`src/rtl/fpu_pkg.sv`:
```
// Shared types and constants for the single-precision FPU datapaths.
package fpu_pkg;

    localparam int EXP_W  = 8;
    localparam int MAN_W  = 23;
    localparam int MANT_W = MAN_W + 1;

    localparam logic [EXP_W-1:0] EXP_MAX   = 8'hFF;
    localparam logic [4:0]       MAX_ALIGN = 5'd25;

    typedef struct packed {
        logic             sign;
        logic [EXP_W-1:0] exp;
        logic [MAN_W-1:0] frac;
    } fp32_t;

    typedef enum logic [2:0] {
        IDLE  = 3'd0,
        ALIGN = 3'd1,
        SUB   = 3'd2,
        NORM  = 3'd3,
        DONE  = 3'd4
    } sub_state_t;

endpackage

```
`src/rtl/fp_unpack.sv`:
```
// Splits a single-precision word into sign, exponent and 24-bit mantissa;
// a zero exponent field flushes the operand to zero.
module fp_unpack
    import fpu_pkg::*;
(
    input  logic [31:0]       i_op,
    output logic              o_sign,
    output logic [EXP_W-1:0]  o_exp,
    output logic [MANT_W-1:0] o_mant
);

    fp32_t w_op;

    assign w_op = fp32_t'(i_op);

    // Field extraction with implicit leading one
    always_comb begin
        o_sign = w_op.sign;
        o_exp  = w_op.exp;
        if (w_op.exp != 8'd0) begin
            o_mant = {1'b1, w_op.frac};
        end else begin
            o_mant = {MANT_W{1'b0}};
        end
    end

endmodule

```
`src/rtl/fp_sub_seq.sv`:
```
// Sequential single-precision subtractor: data1 - data2, aligning and
// normalising one bit per cycle, valid/ready on both sides.
module fp_sub_seq
    import fpu_pkg::*;
(
    input  logic        CLK,
    input  logic        nRST,
    input  logic        in_valid,
    output logic        in_ready,
    input  logic [31:0] data1,
    input  logic [31:0] data2,
    output logic        out_valid,
    input  logic        out_ready,
    output logic [31:0] result,
    output logic        overflow,
    output logic        underflow
);

    sub_state_t r_state;
    sub_state_t w_next;

    logic                     w_s1, w_s2;
    logic [EXP_W-1:0]         w_e1, w_e2, w_diff;
    logic [MANT_W-1:0]        w_m1, w_m2;
    logic [31:0]              w_data2_neg;
    logic                     w_swap;
    logic [4:0]               w_shift;
    logic                     w_a_ge_b, w_sub_sign, w_sub_zero;
    logic [MANT_W:0]          w_sub_mant;
    logic                     w_ovf, w_unf, w_norm_ok;

    logic                     r_sign_a, r_sign_b, r_sign;
    logic [MANT_W-1:0]        r_mant_a, r_mant_b;
    logic [MANT_W:0]          r_mant;
    logic signed [EXP_W+1:0]  r_exp;
    logic [4:0]               r_cnt;
    logic [31:0]              r_result;
    logic                     r_ovf, r_unf;

    // Subtraction is addition of the subtrahend with its sign flipped
    assign w_data2_neg = {~data2[31], data2[30:0]};

    fp_unpack u_unpack_1 (.i_op(data1),       .o_sign(w_s1), .o_exp(w_e1), .o_mant(w_m1));
    fp_unpack u_unpack_2 (.i_op(w_data2_neg), .o_sign(w_s2), .o_exp(w_e2), .o_mant(w_m2));

    // Operand ordering and capped alignment distance
    always_comb begin
        w_swap = (w_e2 > w_e1);
        if (w_swap) begin
            w_diff = w_e2 - w_e1;
        end else begin
            w_diff = w_e1 - w_e2;
        end
        if (w_diff > {3'b000, MAX_ALIGN}) begin
            w_shift = MAX_ALIGN;
        end else begin
            w_shift = w_diff[4:0];
        end
    end

    // Signed-magnitude add/subtract of the aligned mantissas
    always_comb begin
        w_a_ge_b = (r_mant_a >= r_mant_b);
        if (r_sign_a == r_sign_b) begin
            w_sub_mant = {1'b0, r_mant_a} + {1'b0, r_mant_b};
            w_sub_sign = r_sign_a;
        end else if (w_a_ge_b) begin
            w_sub_mant = {1'b0, r_mant_a} - {1'b0, r_mant_b};
            w_sub_sign = r_sign_a;
        end else begin
            w_sub_mant = {1'b0, r_mant_b} - {1'b0, r_mant_a};
            w_sub_sign = r_sign_b;
        end
        w_sub_zero = (w_sub_mant == {(MANT_W+1){1'b0}});
    end

    // Normalisation exit conditions
    always_comb begin
        w_ovf     = (r_exp >= 10'sd255);
        w_unf     = (r_exp <= 10'sd0);
        w_norm_ok = r_mant[MANT_W-1] && !r_mant[MANT_W];
    end

    // State register
    always_ff @(posedge CLK or negedge nRST) begin
        if (!nRST) begin
            r_state <= IDLE;
        end else begin
            r_state <= w_next;
        end
    end

    // Next-state logic
    always_comb begin
        w_next = r_state;
        case (r_state)
            IDLE:    if (in_valid) w_next = (w_shift == 5'd0) ? SUB : ALIGN;
                     else          w_next = IDLE;
            ALIGN:   if (r_cnt == 5'd1) w_next = SUB;
                     else               w_next = ALIGN;
            SUB:     if (w_sub_zero) w_next = DONE;
                     else            w_next = NORM;
            NORM:    if (w_ovf || w_unf || w_norm_ok) w_next = DONE;
                     else                             w_next = NORM;
            DONE:    if (out_ready) w_next = IDLE;
                     else           w_next = DONE;
            default: w_next = IDLE;
        endcase
    end

    // Handshake outputs decoded from the state register
    always_comb begin
        in_ready  = (r_state == IDLE);
        out_valid = (r_state == DONE);
    end

    // Datapath registers advanced by the current state
    always_ff @(posedge CLK or negedge nRST) begin
        if (!nRST) begin
            r_sign_a <= 1'b0;
            r_sign_b <= 1'b0;
            r_sign   <= 1'b0;
            r_mant_a <= {MANT_W{1'b0}};
            r_mant_b <= {MANT_W{1'b0}};
            r_mant   <= {(MANT_W+1){1'b0}};
            r_exp    <= 10'sd0;
            r_cnt    <= 5'd0;
            r_result <= 32'd0;
            r_ovf    <= 1'b0;
            r_unf    <= 1'b0;
        end else begin
            case (r_state)
                IDLE: if (in_valid) begin
                    r_sign_a <= w_swap ? w_s2 : w_s1;
                    r_mant_a <= w_swap ? w_m2 : w_m1;
                    r_sign_b <= w_swap ? w_s1 : w_s2;
                    r_mant_b <= w_swap ? w_m1 : w_m2;
                    r_exp    <= {2'b00, (w_swap ? w_e2 : w_e1)};
                    r_cnt    <= w_shift;
                end
                ALIGN: begin
                    r_mant_b <= r_mant_b >> 1;
                    r_cnt    <= r_cnt - 5'd1;
                end
                SUB: begin
                    r_mant <= w_sub_mant;
                    r_sign <= w_sub_sign;
                    if (w_sub_zero) begin
                        r_result <= 32'd0;
                        r_ovf    <= 1'b0;
                        r_unf    <= 1'b0;
                    end
                end
                NORM: begin
                    if (w_ovf) begin
                        r_result <= {r_sign, EXP_MAX, {MAN_W{1'b0}}};
                        r_ovf    <= 1'b1;
                        r_unf    <= 1'b0;
                    end else if (w_unf) begin
                        r_result <= 32'd0;
                        r_ovf    <= 1'b0;
                        r_unf    <= 1'b1;
                    end else if (r_mant[MANT_W]) begin
                        r_mant <= r_mant >> 1;
                        r_exp  <= r_exp + 10'sd1;
                    end else if (!r_mant[MANT_W-1]) begin
                        r_mant <= r_mant << 1;
                        r_exp  <= r_exp - 10'sd1;
                    end else begin
                        r_result <= {r_sign, r_exp[EXP_W-1:0], r_mant[MAN_W-1:0]};
                        r_ovf    <= 1'b0;
                        r_unf    <= 1'b0;
                    end
                end
                default: begin
                    r_cnt <= r_cnt;
                end
            endcase
        end
    end

    assign result    = r_result;
    assign overflow  = r_ovf;
    assign underflow = r_unf;

endmodule
```
`config.mk`:
```
export PLATFORM = sky130hd
export DESIGN_NAME = fp_sub_seq
export DESIGN_NICKNAME = d
export VERILOG_FILES = /design/src/rtl/fpu_pkg.sv /design/src/rtl/fp_unpack.sv /design/src/rtl/fp_sub_seq.sv
export SDC_FILE = /design/constraint.sdc
export NUM_CORES = 1
export LEC_CHECK = 0
export ABC_AREA = 1
export CAP_MARGIN = 5
export CORE_UTILIZATION = 46
export CTS_BUF_LIST = sky130_fd_sc_hd__clkbuf_4 sky130_fd_sc_hd__clkbuf_8
export CTS_CLUSTER_DIAMETER = 50
export DETAILED_ROUTE_END_ITERATION = 10
export GPL_TIMING_DRIVEN = 0
export PLACE_DENSITY = 0.67
export SLEW_MARGIN = 20
export SYNTH_ARGS = -nofsm -noshare
export SYNTH_HDL_FRONTEND = slang
export SYNTH_HIERARCHICAL = 1
export SYNTH_SLANG_ARGS = --single-unit
```
`constraint.sdc`:
```
create_clock -name CLK -period 3.47 [get_ports CLK]
set_input_delay 0.8675 -clock CLK [delete_from_list [all_inputs] [get_ports CLK]]
set_output_delay 0.8675 -clock CLK [all_outputs]
set_load 0.02 [all_outputs]
```
==> impl_metrics.tcl <==
set metrics [dict create \
    outcome "completed" \
    cts-root-buf "clkbuf_8" \
    synth_top_area_cell "dfrtp_1" \
    num_rows 62 \
    synth_seq_cells 128 \
    crit_type "flip-flop to flip-flop" \
    cts_htree_levels 4 \
    wl_per_cell_um 17.64 \
    cts_tree "yes" \
    dr.pass1.iters 5 \
    slew_violations 0 \
    synth_area_leaders "dfrtp_1 24%, nand2_1 17%, inv_1 9.4%" \
    startpoint_type "flip-flop" \
    drive_gt1_share_pct 16.52 \
    clock.fmax_ghz 0.2931 \
    worst_pin_slew_ps 881.2 \
    start_util_pct 46.93 \
    fp.dieH_um 173.6 \
    clock_skew_ps 19.63 \
    clock-sinks 128 \
    period_needed_ps 3412 \
    coreArea_mm2 0.02886 \
    grt_max_degree 67 \
    tns_ps 0 \
    synth_cells 2175 \
    cts_buffers 17 \
    period_share_pct 98.32 \
    num_io_pins 104 \
    syn-num-nets 2346 \
    dp_hpwl_um 37620 \
    synth_area_mm2 0.01354 \
    drtAntennaViolNets 0 \
    cap_viol_max_count 0 \
    ys_types 50 \
    synth_warnings 6 \
    hold_path.class "input pin to async pin" \
    worstPathRequired_ps 3840 \
    ys_async_sr_fraction_pct 100.0 \
    numPortBuffers 102 \
    dpl.cell_count 2662 \
    grt_pass1_wl_um 74150 \
    seq_area_frac_synth_pct 23.65 \
    critical_path.max_fanout 7 \
    finalNetCount 2567 \
    r2r_cells 22 \
    clock_insertion_delay_worst_skew_ps 480 \
    die_w_um 173.6 \
    clk_pin_slew_ps 90 \
    drc 0 \
    clk_path_buf_depth 2 \
    finalNonFillerCells 2793 \
    ctsHoldBuffers 0 \
    grt_pass1_vias 13763 \
    grt_antenna_before_repair 0 \
    timing.final.hold_violations 0 \
    drt_iter0_drc 1548 \
    place_congestion 1.030 \
    ys.flop_type "dfrtp_1" \
    area_growth_pct 28.92 \
    grtUsageTotal_pct 31.38 \
    num_antenna_cells 0 \
    synth-edff-count 0 \
    routed_wl_um 49270 \
    avgSynthCellArea_um2 6.227 \
    setup_viol 0 \
    crit_arrival_ps 3780 \
    via_per_inst 5.503 \
    end_kind "flip-flop" \
    yosysTopAreaCellShare_pct 23.65 \
    relSlewSlack_pct 41.19 \
    grt_overflow_total 0 \
    design.die.area_mm2 0.03013 \
    dr_total_vias 15369 \
]
## worst max-delay path, cell delays in order, from the launching register on
cell and delay, ps:
dfrtp_1 450, ha_4 300, buf_6 140, nand2_2 100, nor2_4 160, nand4_1 190, inv_1 110, nand2_2 80
nand3_4 90, nor2_4 70, buf_8 140, buf_4 130, nand2_1 70, nand2_1 90, a21oi_2 240, nand3_1 110
nor2_1 180, nand3_4 140, nand2_8 150, nand2_8 90, clkbuf_16 170, nand2_1 60, nand2_1 50
## layout make-up
class                      instances  area, um2
clock buffer                      17      234.0
sequential                       128       3208
timing repair buffer             207       1962
fill                            2851      11400
clock inverter                    15      195.2
multi-input combinational       1588       9290
inverter                         349       1314
buffer                           105      778.2
tap                              384      480.5
## path summary, 6_finish.rpt
path / from / endpoint / slack (ps)
hold reg to reg: result[15] / result[15] / 470
setup / recovery: r_mant_b[4] / result[2] / 60
setup reg to reg: r_mant_b[4] / result[2] / 60
max in group asynchronous: nRST / result[2] / 2450
min in group CLK: result[15] / result[15] / 470
hold / removal: nRST / r_mant_b[20] / 310
## flip-flops by register name, indices dropped and copies added (netlist names)
signal,count
r_sign_a,1
r_cnt,5
r_mant,25
r_exp,10
r_sign,1
r_state,3
overflow,1
r_mant_a,24
r_mant_b,24
result,32
underflow,1
r_sign_b,1
## synthesized netlist by cell type, drive strengths merged, types with 17 or more instances
cell type	count
o221ai	30
o21ai	119
nand3	137
nand2	623
clkbuf	48
inv	345
nand4	30
o22ai	37
nor3	33
nor2	231
dfrtp	128
a21oi	124
ha	97
buf	63
xor2	28
o21bai	17
## routing by layer
layer / GRT usage [%] / vias to the layer above / part of all wire, %
met2: 47.19 / 711 / 44
li1: - / 7395 / -
met3: 6.579 / 72 / 9.6
met5: 0 / - / 0
met1: 45.73 / 7191 / 45
met4: 7.310 / 0 / 1.8
## cell usage in the layout (no fill, tap or decap), types with 15 or more instances in the layout
cell	instances
nand4_1	30
nand3_1	126
o22ai_1	37
buf_6	25
nor3_1	32
xor2_1	28
o21ai_0	108
dfrtp_1	124
nor2_4	15
o21bai_1	16
o221ai_1	29
clkbuf_1	38
ha_1	72
ha_4	20
clkdlybuf4s50_1	101
buf_4	113
nor2_1	204
a21oi_1	106
nand2_4	21
nand2_1	557
inv_2	33
nand2_2	41
inv_1	312
clkbuf_8	17
## what timing repair did
action / CTS / global route
setup endpoints to repair: 99 / 97
gates cloned: 0 / 8
pin swaps: 9 / 51
buffers inserted: 18 / 79
gates resized for setup: 58 / 216
endpoints found under the hold margin: 0 / 0
## stage by stage
step,hold WS (ps),cell area [um2],util [%],setup WS [ps]
2_1_floorplan,489.6,13540,-,185.9
3_3_place_gp,453.5,15050,52.14,-3899
3_5_place_dp,457.2,15080,52.25,-1093
4_1_cts,324.4,15830,54.86,0.9379
5_1_grt,344.0,17460,60.51,-59.63
6_report,312.4,17460,60.51,58.13
## cells by family (layout without fill, tap and decap cells)
family | count (synthesis) | count (layout) | synth area share (%)
flip-flops | 128 | 128 | 23.65
adder cells (fa/ha/maj) | 103 | 103 | 9.848
XOR/XNOR | 35 | 35 | 2.263
AO/OA/AOI/OAI | 369 | 369 | 15.99
AND/OR/NAND/NOR | 1066 | 1067 | 32.84
buffers and inverters | 460 | 693 | 14.37
multiplexers | 14 | 14 | 1.035
Power is not shown: default switching activity piles up to over one toggle a cycle in this logic, so the estimate is an artifact.
